## config.mk

```make
export PLATFORM = sky130hd
export DESIGN_NAME = dmem_arbiter
export DESIGN_NICKNAME = d
export VERILOG_FILES = /design/src/rtl/dmem_arbiter.sv
export SDC_FILE = /design/constraint.sdc
export NUM_CORES = 1
export LEC_CHECK = 0
export BUFFER_PORTS_ARGS = -buffer_cell sky130_fd_sc_hd__buf_2
export CAP_MARGIN = 20
export CORE_MARGIN = 3
export CORE_UTILIZATION = 25
export CTS_BUF_LIST = sky130_fd_sc_hd__clkbuf_8
export DETAILED_ROUTE_END_ITERATION = 12
export PLACE_DENSITY = 0.44
export SLEW_MARGIN = 10
export SYNTH_ARGS = -nofsm -noshare
export SYNTH_HDL_FRONTEND = slang
export SYNTH_SLANG_ARGS = --single-unit
export TNS_END_PERCENT = 20
```

## constraint.sdc

```tcl
create_clock -name clk -period 2.14 [get_ports clk]
set_clock_uncertainty 0.1 [all_clocks]
set_input_delay 0.107 -clock clk [delete_from_list [all_inputs] [get_ports clk]]
set_output_delay 0.107 -clock clk [all_outputs]
set_load 0.02 [all_outputs]
```

## src/rtl/dmem_arbiter.sv

```systemverilog
// rtl/dmem_arbiter.sv - two-port single-memory access arbiter (IDLE/ACC/DONE).
// Define DMEM_ARB_ROUND_ROBIN_EN for round-robin on simultaneous requests; default is fixed p0 priority.
module dmem_arbiter #(
  parameter int DATA_W = 16,
  parameter int ADDR_W = 16
) (
  input  logic              clk,
  input  logic              reset,
  input  logic              p0_req,
  input  logic              p0_we,
  input  logic [ADDR_W-1:0] p0_addr,
  input  logic [DATA_W-1:0] p0_wdata,
  output logic              p0_ack,
  output logic [DATA_W-1:0] p0_rdata,
  input  logic              p1_req,
  input  logic              p1_we,
  input  logic [ADDR_W-1:0] p1_addr,
  input  logic [DATA_W-1:0] p1_wdata,
  output logic              p1_ack,
  output logic [DATA_W-1:0] p1_rdata,
  output logic [ADDR_W-1:0] mem_access_addr,
  output logic [DATA_W-1:0] mem_write_data,
  output logic              mem_write_en,
  output logic              mem_read,
  input  logic [DATA_W-1:0] mem_read_data,
  output logic              busy,
  output logic [1:0]        grant
);

  typedef enum logic [1:0] {
    ST_IDLE = 2'd0,
    ST_ACC  = 2'd1,
    ST_DONE = 2'd2
  } state_t;

  state_t            state_q, state_d;
  logic              sel_p1_q, sel_p1_d;
  logic              we_q, we_d;
  logic [ADDR_W-1:0] addr_q, addr_d;
  logic [DATA_W-1:0] wdata_q, wdata_d;
  logic              p0_ack_q, p0_ack_d;
  logic              p1_ack_q, p1_ack_d;
  logic [DATA_W-1:0] p0_rdata_q, p0_rdata_d;
  logic [DATA_W-1:0] p1_rdata_q, p1_rdata_d;
  logic              win_p1;

`ifdef DMEM_ARB_ROUND_ROBIN_EN
  // last_grant_q = 1 means p1 was the most recent winner
  logic last_grant_q, last_grant_d;

  always_comb begin
    win_p1 = p1_req & (~p0_req | ~last_grant_q);
  end
`else
  always_comb begin
    win_p1 = p1_req & ~p0_req;
  end
`endif

  always_comb begin
    state_d    = state_q;
    sel_p1_d   = sel_p1_q;
    we_d       = we_q;
    addr_d     = addr_q;
    wdata_d    = wdata_q;
    p0_ack_d   = 1'b0;
    p1_ack_d   = 1'b0;
    p0_rdata_d = p0_rdata_q;
    p1_rdata_d = p1_rdata_q;
`ifdef DMEM_ARB_ROUND_ROBIN_EN
    last_grant_d = last_grant_q;
`endif
    case (state_q)
      ST_IDLE: begin
        if (p0_req || p1_req) begin
          state_d  = ST_ACC;
          sel_p1_d = win_p1;
          we_d     = win_p1 ? p1_we    : p0_we;
          addr_d   = win_p1 ? p1_addr  : p0_addr;
          wdata_d  = win_p1 ? p1_wdata : p0_wdata;
`ifdef DMEM_ARB_ROUND_ROBIN_EN
          last_grant_d = win_p1;
`endif
        end
      end
      ST_ACC: begin
        state_d = ST_DONE;
        if (sel_p1_q) begin
          p1_ack_d = 1'b1;
          if (!we_q) p1_rdata_d = mem_read_data;
        end else begin
          p0_ack_d = 1'b1;
          if (!we_q) p0_rdata_d = mem_read_data;
        end
      end
      ST_DONE: state_d = ST_IDLE;
      default: state_d = ST_IDLE;
    endcase
  end

  always_ff @(posedge clk or posedge reset) begin
    if (reset) begin
      state_q    <= ST_IDLE;
      sel_p1_q   <= 1'b0;
      we_q       <= 1'b0;
      addr_q     <= '0;
      wdata_q    <= '0;
      p0_ack_q   <= 1'b0;
      p1_ack_q   <= 1'b0;
      p0_rdata_q <= '0;
      p1_rdata_q <= '0;
`ifdef DMEM_ARB_ROUND_ROBIN_EN
      last_grant_q <= 1'b1;
`endif
    end else begin
      state_q    <= state_d;
      sel_p1_q   <= sel_p1_d;
      we_q       <= we_d;
      addr_q     <= addr_d;
      wdata_q    <= wdata_d;
      p0_ack_q   <= p0_ack_d;
      p1_ack_q   <= p1_ack_d;
      p0_rdata_q <= p0_rdata_d;
      p1_rdata_q <= p1_rdata_d;
`ifdef DMEM_ARB_ROUND_ROBIN_EN
      last_grant_q <= last_grant_d;
`endif
    end
  end

  // Memory strobes decode straight from the state flop so reset kills them at once
  always_comb begin
    mem_access_addr = '0;
    mem_write_data  = '0;
    mem_write_en    = 1'b0;
    mem_read        = 1'b0;
    if (state_q == ST_ACC) begin
      mem_access_addr = addr_q;
      mem_write_data  = wdata_q;
      mem_write_en    = we_q;
      mem_read        = ~we_q;
    end
  end

  assign busy     = (state_q == ST_ACC) || (state_q == ST_DONE);
  assign grant    = busy ? (sel_p1_q ? 2'b10 : 2'b01) : 2'b00;
  assign p0_ack   = p0_ack_q;
  assign p1_ack   = p1_ack_q;
  assign p0_rdata = p0_rdata_q;
  assign p1_rdata = p1_rdata_q;

endmodule

```

---- Word-level counts from Yosys, hierarchy flattened ----
Index checks and enable logic that the tools add are counted.
word-level totals
  register bits after elaboration ......... 70
  output and inout bits ................... 71
  word-level logic and storage cells ...... 37
operators by class
  eq/ne operators ......................... 3
  mux-type cells .......................... 15
  bitwise gates (word level) .............. 4
  reduce and logical (&&, ||, !) cells .... 6
operator list
  kind                                           count
  two-way mux 16 bit                             4
  two-way mux 1 bit                              7
  two-way mux 2 bit                              3
  AND reduction 3 bit                            2
  case mux 2 bit (2 select lines)                1
  inverter 1 bit                                 3
  == test 2 x 1 -> 1 bit, second input constant  1
  == test 2 bit, second input constant           1
  logical NOT 2 bit                              1
  logical OR 1 bit                               2
  inequality test 2 bit, second input constant   1
  AND reduction 2 bit                            1
  bitwise AND 1 bit                              1

---- Depth between registers and ports, before layout ----
  depth after elaboration ................. 3
  mapped depth ............................ 6

---- Worst setup path after synthesis ----
Ideal clock, no wire load.
  path type ............................... reg2reg
  start ................................... register state_q[1]
  end ..................................... register p0_rdata_q[0], in the netlist p0_rdata[0]
  setup time .............................. 0.125 ns
  arrival time ............................ 1.412 ns
  data required time ...................... 1.915 ns
  setup slack ............................. 0.503 ns
  stages on the path, launching flop included .. 6
  period minus slack after synthesis ...... 1.637 ns
  path through ............................ dfrtp_1 inv_1 ha_1 nor3b_4 buf_6 mux2_2
on the way
  word-level cells in the longest chain between the ends .. 2
RTL lines
  item                                  line  source
  start, declared                       36    state_t state_q, state_d;
  start signal, assigned                116   state_q <= state_d;
  == test 2 x 1 -> 1 bit                73    case (state_q)
  AND reduction 3 bit (no source line)  --
  end signal, assigned                  123   p0_rdata_q <= p0_rdata_d;
  end, declared                         43    logic [DATA_W-1:0] p0_rdata_q, p0_rdata_d;
Every way passes these cells.
A chain may end at the register's enable or synchronous reset.

---- Worst setup path in the final report ----
  start ................................... register state_q[0]
  end ..................................... output port mem_access_addr[0]
on the way
  word-level cells in the longest chain between the ends .. 2
RTL lines
  item                    line  source
  == test 2 x 1 -> 1 bit  137   if (state_q == ST_ACC) begin
  two-way mux 16 bit      137
  end, declared           21    output logic [ADDR_W-1:0] mem_access_addr,
Every way passes these cells.

==> results.md <==
* Syn avg cell area at between 10 and 15 um2
* Placer Congestion at around 0.72
* Final setup vio count at 0
* Core area at between 0.01 and 0.015 mm2
* Hold Path Class: input port to register
* Slew at the pin closest to its max-slew limit at a little over 700 ps
* XOR/XNOR share of the synthesized area at 0%
* Fmax at around 540 MHz
* Die area at about 0.015 mm2
* Chip width at between 100 and 150 um
* Clock transition at path regs at 80 ps
* WHS Endpoint: addr_q[11]$_DFFE_PP0P_
* Synth area leaders: dfrtp_1 52%, mux2_2 10%, a222oi_1 9.8%
* Tcrit/Tclk final at between 80% and 90%
* All-Layer GR Usage at between 10 and 15%
* RSZ-0062 raised after global routing: false
* DR vias/cell at roughly 4.3
* Final antenna-violating net count at 0
* Synthesized cell area at around 0.0034 mm2
* Max-slew headroom at the worst pin at a little over half
* Post-synthesis adder-cell area fraction at approximately 1.1%
* Cell Pwr Density at around 1300 mW/mm2
* Reg-to-reg startpoint: state_q[1]$_DFFE_PP0P_
* Starting Density at around a quarter
* FF+latch count, synth at 70
* Leakage dissipation at around 2.9 nW
* Final critical-path required period at roughly 1900 ps
* Cell type with the largest total area after synthesis: dfrtp_1
* Vias at 3,112
* Min-delay src: p1_addr[11]
* DRT iter0 DRCs at 253
* Worst Setup Path Type: register to output pin
* Total Wirelength at 10,100 um
* Peak supply drop at between 300 and 400 uV
* Vias in the first global route at 3,295
* Worst R2R End: addr_q[13]$_DFFE_PP0P_
* Diode count at 0
* Placed wire-length estimate at 6670 um
* Yosys warning count at 0
* Initial antenna violation count at 0
* WP data required at 1930 ps
* Post-synth top area share at around half
* Status: finished, final reports clean
* Drt first pass iters at 9
* Setup crit start: state_q[0]$_DFFE_PP0P_
* Max-Cap Viols at 0
* Routed len/inst at around 14 um
* Dpl ws at around 25 ps
* Crit-path max FO at 23
* Mapped Nets at slightly below 400
* Port Buffers at approximately 160
* Largest net degree at the start of global routing at 71
* Final Max Slew Viols at 0
* CP Capture Type: output pin
* Mux cell area share after synthesis at about 11%
* Drt drc at 0
* Simple-gate portion of the synthesized area at 15.0%
* Synth unique cells at 19
* Commonest non-fill, non-tap cell in the layout: buf_2
* Main combinational cell family by area after synthesis: simple AND/OR/NAND/NOR gates
* Setup ws final at roughly 290 ps
* Critical path launch point type: register
* IO Pins at about 160
* Mapped Cells at 309
* Grt ovf at 0
* Seq/Total Area, Yosys at between 50% and 60%
* Clock sink count at 70
* CTS buffer count at 9
* Root Driver: clkbuf_8
* # rows at 41
* Hold path cells at 3
* H-tree Lvls at 3
* Net count, final at 636
* R2R Setup Slk at 330 ps
* Area grow syn2layout at 60.1%
* Share of layout cells above drive strength 1 at 39.1%
* Reg2Reg Depth at 5
* Clk_lat worst skew at around 340 ps
* First-pass GRT wire length at 16,300 um
* Setup_tns at 0 ps
* Fillers at 1,271
* Fin. Hold Viols at 0
* Crit path DAT at approximately 1700 ps
* CTS tree: yes
* Compound-Gate Fraction of Synth Area at between 10% and 20%
* Die height at ~120 um
* Maximum clock path buffer count at 2
* Setup Fix Bufs, Post-CTS at 0
* Most frequent cells in the layout: 156 x buf_2, 81 x dlygate4sd3_1, 70 x inv_1, 70 x dfrtp_1, 36 x and2_1
Yosys cell counts:
cell	instances
nor3b_1	1
clkbuf_1	9
o21ai_1	1
o31a_1	1
buf_6	2
and2_1	36
buf_2	10
ha_1	3
a222oi_1	33
and2b_1	2
inv_1	69
nor2_1	1
dfrtp_1	70
mux2_2	30
nor3b_4	1
a21oi_1	1
mux2_1	3
nor2b_1	35
nand3b_4	1
cell type report:
class	instances	area, um2	area share, %
multi-input cells	149	1280	23.6
repair buffers	248	1700	31.4
clock inverters	6	77.6	1.43
well taps	172	215	3.97
inverters	69	259	4.78
clock buffers	10	138	2.54
flip-flops and latches	70	1750	32.3
critical path, cell delays in order, from the launching register on:
cell and delay, ps:
dfrtp_1 380, buf_4 140, ha_1 220, buf_4 220, and2_1 200, buf_2 160
state kept, by name, summed over array words and instances, names as in the netlist, 2 cells and up:
signal,cells
addr_q,16
p0_rdata,16
wdata_q,16
state_q,2
p1_rdata,16
power breakdown:
part           switching (W)  internal, W  total [W]
combinational        0.00201      0.00151    0.00352
sequential          0.000343      0.00198    0.00232
clock               0.000483     0.000676    0.00116
total                0.00283      0.00416    0.00700
worst max-delay path by stage:
stage / depth (start not counted) / slack [ps] / to
finish: 5 / 290 / mem_access_addr[0]
global route: 5 / 200 / mem_access_addr[14]
CTS: 5 / 20 / addr_q[13]$_DFFE_PP0P_
detailed placement: 5 / 20 / wdata_q[11]$_DFFE_PP0P_
global placement: 5 / 70 / wdata_q[11]$_DFFE_PP0P_
floorplan: 1 / 160 / addr_q[0]$_DFFE_PP0P_
metal layers:
metal  track usage, %  vias to the layer above  wire [um]
met3             3.13                       12        799
met4             5.25                        0        131
met1             18.2                     1447       4640
met2             22.2                      152       4580
li1                 -                     1501          -
met5                0                        -          0
metrics by stage:
step / std cells / total power, W / utilization (%) / cell area [um2] / hold slack (ps)
after global placement: 627 / 0.00576 / 33.9 / 4390 / 126
after global routing: 724 / 0.00753 / 41.9 / 5420 / 44.1
final: 724 / 0.00700 / 41.9 / 5420 / 25.7
after CTS: 724 / 0.00711 / 41.9 / 5410 / 3.09
after floorplan: 309 / 0.00455 / - / 3380 / 139
after detailed placement: 627 / 0.00579 / 33.9 / 4390 / 125
cells by family (layout without fill, tap and decap cells):
logic type	after synthesis	count (layout)
buffers and inverters	90	333
and+or+nand+nor	77	77
muxes	33	33
adders and majority gates	3	3
DFF	70	70
AOI/OAI and AO/OA	36	36
timing repair:
action | 4_1_cts | 5_1_grt
hold endpoints to repair | 136 | 0
hold buffers | 81 | 0
setup endpoints to repair | 0 | 16
resized for setup | 0 | 1
Power figures use the tool's default switching activity.
